[config.mk]
export PLATFORM = sky130hd
export DESIGN_NAME = mold_msg_collect
export DESIGN_NICKNAME = d
export VERILOG_FILES = /design/src/rtl/mold_pkg.sv /design/src/rtl/mold_lane_compact.sv /design/src/rtl/mold_msg_collect.sv
export SDC_FILE = /design/constraint.sdc
export NUM_CORES = 2
export LEC_CHECK = 0
export BUFFER_PORTS_ARGS = -buffer_cell sky130_fd_sc_hd__buf_2
export CORE_MARGIN = 4
export CORE_UTILIZATION = 50
export DETAILED_ROUTE_END_ITERATION = 7
export HOLD_SLACK_MARGIN = 0.08
export PLACE_DENSITY = 0.77
export SLEW_MARGIN = 20
export SYNTH_ARGS = -nofsm -noshare
export SYNTH_HDL_FRONTEND = slang
export SYNTH_SLANG_ARGS = --single-unit
export TNS_END_PERCENT = 50
[constraint.sdc]
create_clock -name clk -period 19 [get_ports clk]
set_input_delay 0.95 -clock clk [delete_from_list [all_inputs] [get_ports clk]]
set_output_delay 0.95 -clock clk [all_outputs]
set_load 0.02 [all_outputs]
[src/rtl/mold_pkg.sv]
// rtl/mold_pkg.sv - shared constants, FSM state type and lane-mask helpers for the MoldUDP64 message collector.
package mold_pkg;
  localparam int LEN        = 8;
  localparam int ML_W       = 16;
  localparam int AXI_DATA_W = 64;
  localparam int AXI_KEEP_W = AXI_DATA_W / LEN;
  localparam int LANE_W     = $clog2(AXI_KEEP_W);

  typedef enum logic {
    IDLE    = 1'b0,
    COLLECT = 1'b1
  } state_t;

  // An empty mask reports lane 0 so the shift is a no-op.
  function automatic logic [LANE_W-1:0] lowest_lane(input logic [AXI_KEEP_W-1:0] mask);
    logic [LANE_W-1:0] idx;
    idx = '0;
    for (int i = AXI_KEEP_W - 1; i >= 0; i--) begin
      if (mask[i]) idx = LANE_W'(i);
    end
    return idx;
  endfunction

  function automatic logic [LANE_W:0] popcount(input logic [AXI_KEEP_W-1:0] mask);
    logic [LANE_W:0] cnt;
    cnt = '0;
    for (int i = 0; i < AXI_KEEP_W; i++) begin
      cnt = cnt + {{LANE_W{1'b0}}, mask[i]};
    end
    return cnt;
  endfunction
endpackage

[src/rtl/mold_lane_compact.sv]
// rtl/mold_lane_compact.sv - right-aligns the valid lane run of a beat to lane 0 and counts its bytes.
module mold_lane_compact
  import mold_pkg::*;
(
  input  logic [AXI_KEEP_W-1:0] i_mask,
  input  logic [AXI_DATA_W-1:0] i_data,
  output logic [AXI_DATA_W-1:0] o_data,
  output logic [LANE_W:0]       o_cnt
);
  logic [LANE_W-1:0] w_lo;

  assign w_lo   = lowest_lane(i_mask);
  assign o_data = i_data >> (LEN * int'(w_lo));
  assign o_cnt  = popcount(i_mask);
endmodule

[src/rtl/mold_msg_collect.sv]
// rtl/mold_msg_collect.sv - reassembles MoldUDP64 messages spread over beats into one byte-0-aligned buffer
// and emits each complete (or truncated) message as a single-cycle pulse.
module mold_msg_collect
  import mold_pkg::*;
#(
  parameter int AXI_DATA_W = mold_pkg::AXI_DATA_W,
  parameter int AXI_KEEP_W = AXI_DATA_W / 8,
  parameter int ML_W       = mold_pkg::ML_W,
  parameter int MSG_MAX_B  = 64,
  parameter int CNT_W      = $clog2(MSG_MAX_B + 1)
) (
  input  logic                   clk,
  input  logic                   nreset,
  input  logic                   mold_msg_v_i,
  input  logic                   mold_msg_start_i,
  input  logic [ML_W-1:0]        mold_msg_len_i,
  input  logic [AXI_KEEP_W-1:0]  mold_msg_mask_i,
  input  logic [AXI_DATA_W-1:0]  mold_msg_data_i,
  output logic                   itch_msg_v_o,
  output logic [ML_W-1:0]        itch_msg_len_o,
  output logic [8*MSG_MAX_B-1:0] itch_msg_data_o,
  output logic                   itch_msg_err_o
);
  localparam int BUF_W = 8 * MSG_MAX_B;

  state_t           r_state, w_state_nxt;
  logic             r_pend;
  logic [ML_W-1:0]  r_cnt, r_exp;
  logic [BUF_W-1:0] r_buf;
  logic             r_v, r_err;
  logic [ML_W-1:0]  r_len;
  logic [BUF_W-1:0] r_data;

  logic [AXI_DATA_W-1:0] w_cdata;
  logic [LANE_W:0]       w_pop;

  mold_lane_compact u_compact (
    .i_mask (mold_msg_mask_i),
    .i_data (mold_msg_data_i),
    .o_data (w_cdata),
    .o_cnt  (w_pop)
  );

  logic             w_start, w_app, w_trunc, w_old_emit, w_done;
  logic [ML_W-1:0]  w_base_cnt, w_base_exp, w_room, w_n, w_app_cnt;
  logic [ML_W:0]    w_sum;
  logic [BUF_W-1:0] w_base_buf, w_app_buf;
  logic [CNT_W-1:0] w_wr_lo;
  logic             w_emit, w_emit_err;
  logic [ML_W-1:0]  w_emit_len;
  logic [BUF_W-1:0] w_emit_buf;

  // A start always begins from an empty buffer, so the new message is cleared in the same cycle.
  assign w_start    = mold_msg_v_i & mold_msg_start_i;
  assign w_app      = w_start | (mold_msg_v_i & (r_state == COLLECT));
  assign w_trunc    = w_start & (r_state == COLLECT);
  assign w_old_emit = w_trunc | r_pend;
  assign w_base_cnt = w_start ? '0 : r_cnt;
  assign w_base_exp = w_start ? mold_msg_len_i : r_exp;
  assign w_base_buf = w_start ? '0 : r_buf;

  assign w_room    = w_base_exp - w_base_cnt;
  assign w_n       = (ML_W'(w_pop) < w_room) ? ML_W'(w_pop) : w_room;
  assign w_sum     = {1'b0, w_base_cnt} + {1'b0, w_n};
  assign w_app_cnt = w_sum[ML_W] ? '1 : w_sum[ML_W-1:0];
  assign w_done    = w_app & (w_app_cnt >= w_base_exp);
  assign w_wr_lo   = (w_base_cnt >= ML_W'(MSG_MAX_B)) ? CNT_W'(MSG_MAX_B) : CNT_W'(w_base_cnt);

  // Bytes landing at or beyond the buffer capacity are counted but never written.
  always_comb begin
    w_app_buf = w_base_buf;
    for (int j = 0; j < MSG_MAX_B; j++) begin
      if (((CNT_W+1)'(j) >= {1'b0, w_wr_lo}) &&
          ((CNT_W+1)'(j) < ({1'b0, w_wr_lo} + (CNT_W+1)'(w_n)))) begin
        w_app_buf[8*j +: 8] = w_cdata[8*((j - int'(w_wr_lo)) & (AXI_KEEP_W - 1)) +: 8];
      end
    end
  end

  // A truncation or a held-over completion owns the output this cycle; a message that
  // completes alongside it is parked in the buffer and emitted on the following cycle.
  always_comb begin
    w_state_nxt = r_state;
    w_emit      = 1'b0;
    w_emit_len  = r_cnt;
    w_emit_err  = 1'b0;
    w_emit_buf  = r_buf;
    if (w_app) begin
      w_state_nxt = w_done ? IDLE : COLLECT;
    end
    if (w_old_emit) begin
      w_emit     = 1'b1;
      w_emit_len = (r_cnt < r_exp) ? r_cnt : r_exp;
      w_emit_err = w_trunc | (r_exp > ML_W'(MSG_MAX_B));
    end else if (w_done) begin
      w_emit     = 1'b1;
      w_emit_len = (w_app_cnt < w_base_exp) ? w_app_cnt : w_base_exp;
      w_emit_err = w_base_exp > ML_W'(MSG_MAX_B);
      w_emit_buf = w_app_buf;
    end
  end

  always_ff @(posedge clk or negedge nreset) begin
    if (!nreset) begin
      r_state <= IDLE;
      r_pend  <= 1'b0;
      r_cnt   <= '0;
      r_exp   <= '0;
      r_buf   <= '0;
      r_v     <= 1'b0;
      r_err   <= 1'b0;
      r_len   <= '0;
      r_data  <= '0;
    end else begin
      r_state <= w_state_nxt;
      r_pend  <= w_old_emit & w_done;
      r_v     <= w_emit;
      if (w_app) begin
        r_cnt <= w_app_cnt;
        r_exp <= w_base_exp;
        r_buf <= w_app_buf;
      end
      if (w_emit) begin
        r_len  <= w_emit_len;
        r_err  <= w_emit_err;
        r_data <= w_emit_buf;
      end
    end
  end

  assign itch_msg_v_o    = r_v;
  assign itch_msg_len_o  = r_len;
  assign itch_msg_err_o  = r_err;
  assign itch_msg_data_o = r_data;
endmodule
==> flow_summary.yaml <==
pwr:
  p_switching_mw: 4.26
  netSwitchingFraction_pct: 43.7
  p_leak_nw: 27.8
  power_density_mw_per_mm2: 160
  power.total_mw: 9.75
  seq_power_share_pct: 37.3
  ir_drop_v: 0.000174
  power.internal_mw: 5.49
  comb_power_share_pct: 40.3
  p_clk_share_pct: 22.4
logic_synthesis:
  synth_cells: 5637
  ys_types: 99
  ys_seq_elements: 1076
  syn-cell-area_mm2: 0.0526
  ys_warn_count: 0
  synth-edff-count: 0
  avgSynthCellArea_um2: 9.32
  ys_seq_area_share_pct: 51.2
  synth_flop_cell: "dfrtp_1"
  async_flop_share_pct: 100
worst_setup_path:
  cp_slowest_cell: "buf_4"
  path_class: "in -> reg"
  reg2reg_to: "itch_msg_data_o[410]"
  worst_r2r_path_depth: 35
  cp_max_fo: 57
  rr_startpoint: "r_cnt[0]"
  start_kind: "primary input"
  worst-r2r-setup-slack_ns: 8.40
  required_ns: 19.57
  crit_path_end_kind: "flip-flop"
  cp.arrival_ns: 12.20
  path_delay_family: "compound AO/OA/AOI/OAI gates"
  cp_num_buf_inv: 6
  cpPeakStageDelay_ns: 0.85
place:
  dpl_cell_area_mm2: 0.0571
  hpwl_um: 146000
  portBuffers: 621
  place_congestion: 1.00
die:
  rows: 118
  die_h_um: 332
  fp.dieArea_mm2: 0.110
  initial_core_util_pct: 50.6
  ioPinCount: 622
  core_mm2: 0.104
  fp.dieW_um: 332
sta:
  drv_slew: 0
  setup-tns-final_ns: 0
  fmax_mhz: 86.0
  worst_slew_pin_slew_ns: 1.21
  setup_viol: 0
  hold_viol_final: 0
  finalCritPeriodShare_pct: 61.2
  skew_ns: 0.0317
  relSlewSlack_pct: 18.7
  holdWs_ns: 0.325
  rsz0062_at_grt: "false"
  fin_crit_ns: 11.63
global_route:
  grt_pass1_wl_um: 313000
  gr-usage-all-layers_pct: 36.6
  grt_start_max_net_pins: 210
  grt_pass1_vias: 48200
  antenna_found_initial: 5
  grt.overflow.total: 0
detailed_routing:
  wire_per_inst_um: 27.5
  first_pass_iters: 8
  wl_met2_um: 92800
  vias: 51000
  post_drt_via_cell_ratio: 6.69
  drt-met1-wl_um: 81300
  drcViolationCount: 7
  first_iter_violations: 6797
  ant_nets: 0
  wirelength_um: 210000
  wl_met3_um: 24000
  top_layer: "met5"
clock_tree:
  cts_tree: "yes"
  root_buffer: "clkbuf_16"
  cts_setup_buffers: 0
  cts_buffers: 104
  cts_resized: 0
  cts.clk_slew.worst_paths_ns: 0.06
  cts_sinks: 1076
  hold_buffers: 0
  h-tree-depth: 3
  clockBufferDepth: 3
  clock_latency_ns: 0.69
layout:
  area_growth_pct: 15.7
  regArea_mm2: 0.0269
  fill_cells: 8912
  layout-drive-gt1-share_pct: 16.7
  multiInputGateArea_mm2: 0.0242
  fin_nets: 6333
  final_area_mm2: 0.0608
hold_path:
  min_path_type: "in -> async"
outcome:
  failed_checks: "DRC"
  run_status: "complete, but fails checks"
flow_run:
  max-cap-violations: 0
==> per-layer routing <==
layer / vias to the layer above / track usage, %
li1: 21900 / -
met1: 25200 / 49.9
met2: 3380 / 55.6
met3: 568 / 8.49
met4: 2 / 17.5
met5: - / 0
==> synth_stat cells, types with 83 or more instances <==
library cell / count / area [um^2]
ha_1: 83 / 1040
o21ai_0: 1134 / 5680
nand2_1: 853 / 3200
nand3_1: 120 / 601
dfrtp_1: 1076 / 26900
nor3_1: 99 / 495
nor2_1: 217 / 815
a22oi_1: 434 / 3260
o21ai_1: 138 / 691
inv_1: 97 / 364
a21oi_1: 226 / 1130
clkbuf_1: 254 / 953
==> kinds of logic after synthesis <==
| group | Yosys count | synth area share [%] |
|---|---|---|
| other | 1 | 0.00713 |
| buffers and inverters | 425 | 3.25 |
| and+or+nand+nor | 1524 | 12.8 |
| xor gates and xnor gates | 28 | 0.502 |
| muxes | 86 | 2.05 |
| adders and majority gates | 90 | 2.24 |
| DFF | 1076 | 51.2 |
| AOI/OAI and AO/OA | 2407 | 27.9 |
==> state kept, by name, indices dropped and copies added (netlist names) <==
signal,count
itch_msg_len_o,16
r_exp,16
r_cnt,16
r_pend,1
itch_msg_v_o,1
itch_msg_data_o,512
itch_msg_err_o,1
r_state,1
r_buf,512
==> layout make-up <==
| class | instances | area share [%] |
|---|---|---|
| tap | 1380 | 2.84 |
| multi-input combinational | 4150 | 39.8 |
| clock buffer | 152 | 5.11 |
| clock inverter | 41 | 0.858 |
| inverter | 100 | 0.620 |
| timing repair buffer | 719 | 6.47 |
| sequential | 1076 | 44.3 |
| antenna | 1 | 0.00412 |
==> power by group through the flow <==
stage                     combinational [mW]  clock, mW  sequential [mW]
final                                   3.93       2.19             3.63
after global routing                    4.23       2.30             3.69
after CTS                               3.86       2.20             3.61
after detailed placement                3.84          0             3.64
after global placement                  3.75          0             3.62
after floorplan                         1.92          0             3.95
==> per-stage QoR <==
stage	utilization [%]	setup WS, ns	cells
finish	58.5	7.37	7619
global route	58.5	6.80	7618
CTS	58.4	7.73	7617
detailed placement	54.9	7.01	7424
global placement	54.9	7.37	7424
floorplan	-	9.44	5651
==> cell usage in the layout (no fill, tap or decap), types with 25 or more instances in the layout <==
master and n:
nand2_1 850, o21a_1 28, dfrtp_1 1076, nand4_1 32, o22ai_1 32, a211oi_1 38
clkbuf_8 26, nor3_1 98, nand3_1 120, o21ai_1 147, buf_4 90, a221oi_1 30
o211ai_1 25, clkbuf_16 107, a21o_1 29, inv_1 97, a21oi_1 224, ha_1 83
o21ai_0 1115, nor2_1 214, a22oi_1 434, buf_2 620, and3_1 45, a31oi_1 47
nand2b_1 29, mux2_2 35, or3_1 38, mux2i_1 33
==> worst max path at each step <==
| stage | startpoint | end | slack [ns] | depth (start not counted) |
|---|---|---|---|---|
| finish | mold_msg_start_i | itch_msg_data_o[410] | 7.37 | 37 |
| global route | mold_msg_start_i | itch_msg_data_o[280] | 6.80 | 39 |
| CTS | mold_msg_start_i | itch_msg_data_o[410] | 7.73 | 37 |
| detailed placement | mold_msg_start_i | itch_msg_data_o[410] | 7.01 | 37 |
| global placement | mold_msg_start_i | itch_msg_data_o[408] | 7.37 | 39 |
| floorplan | mold_msg_v_i | itch_msg_data_o[251] | 9.44 | 41 |
No activity file was read; power rests on OpenSTA's default activity.
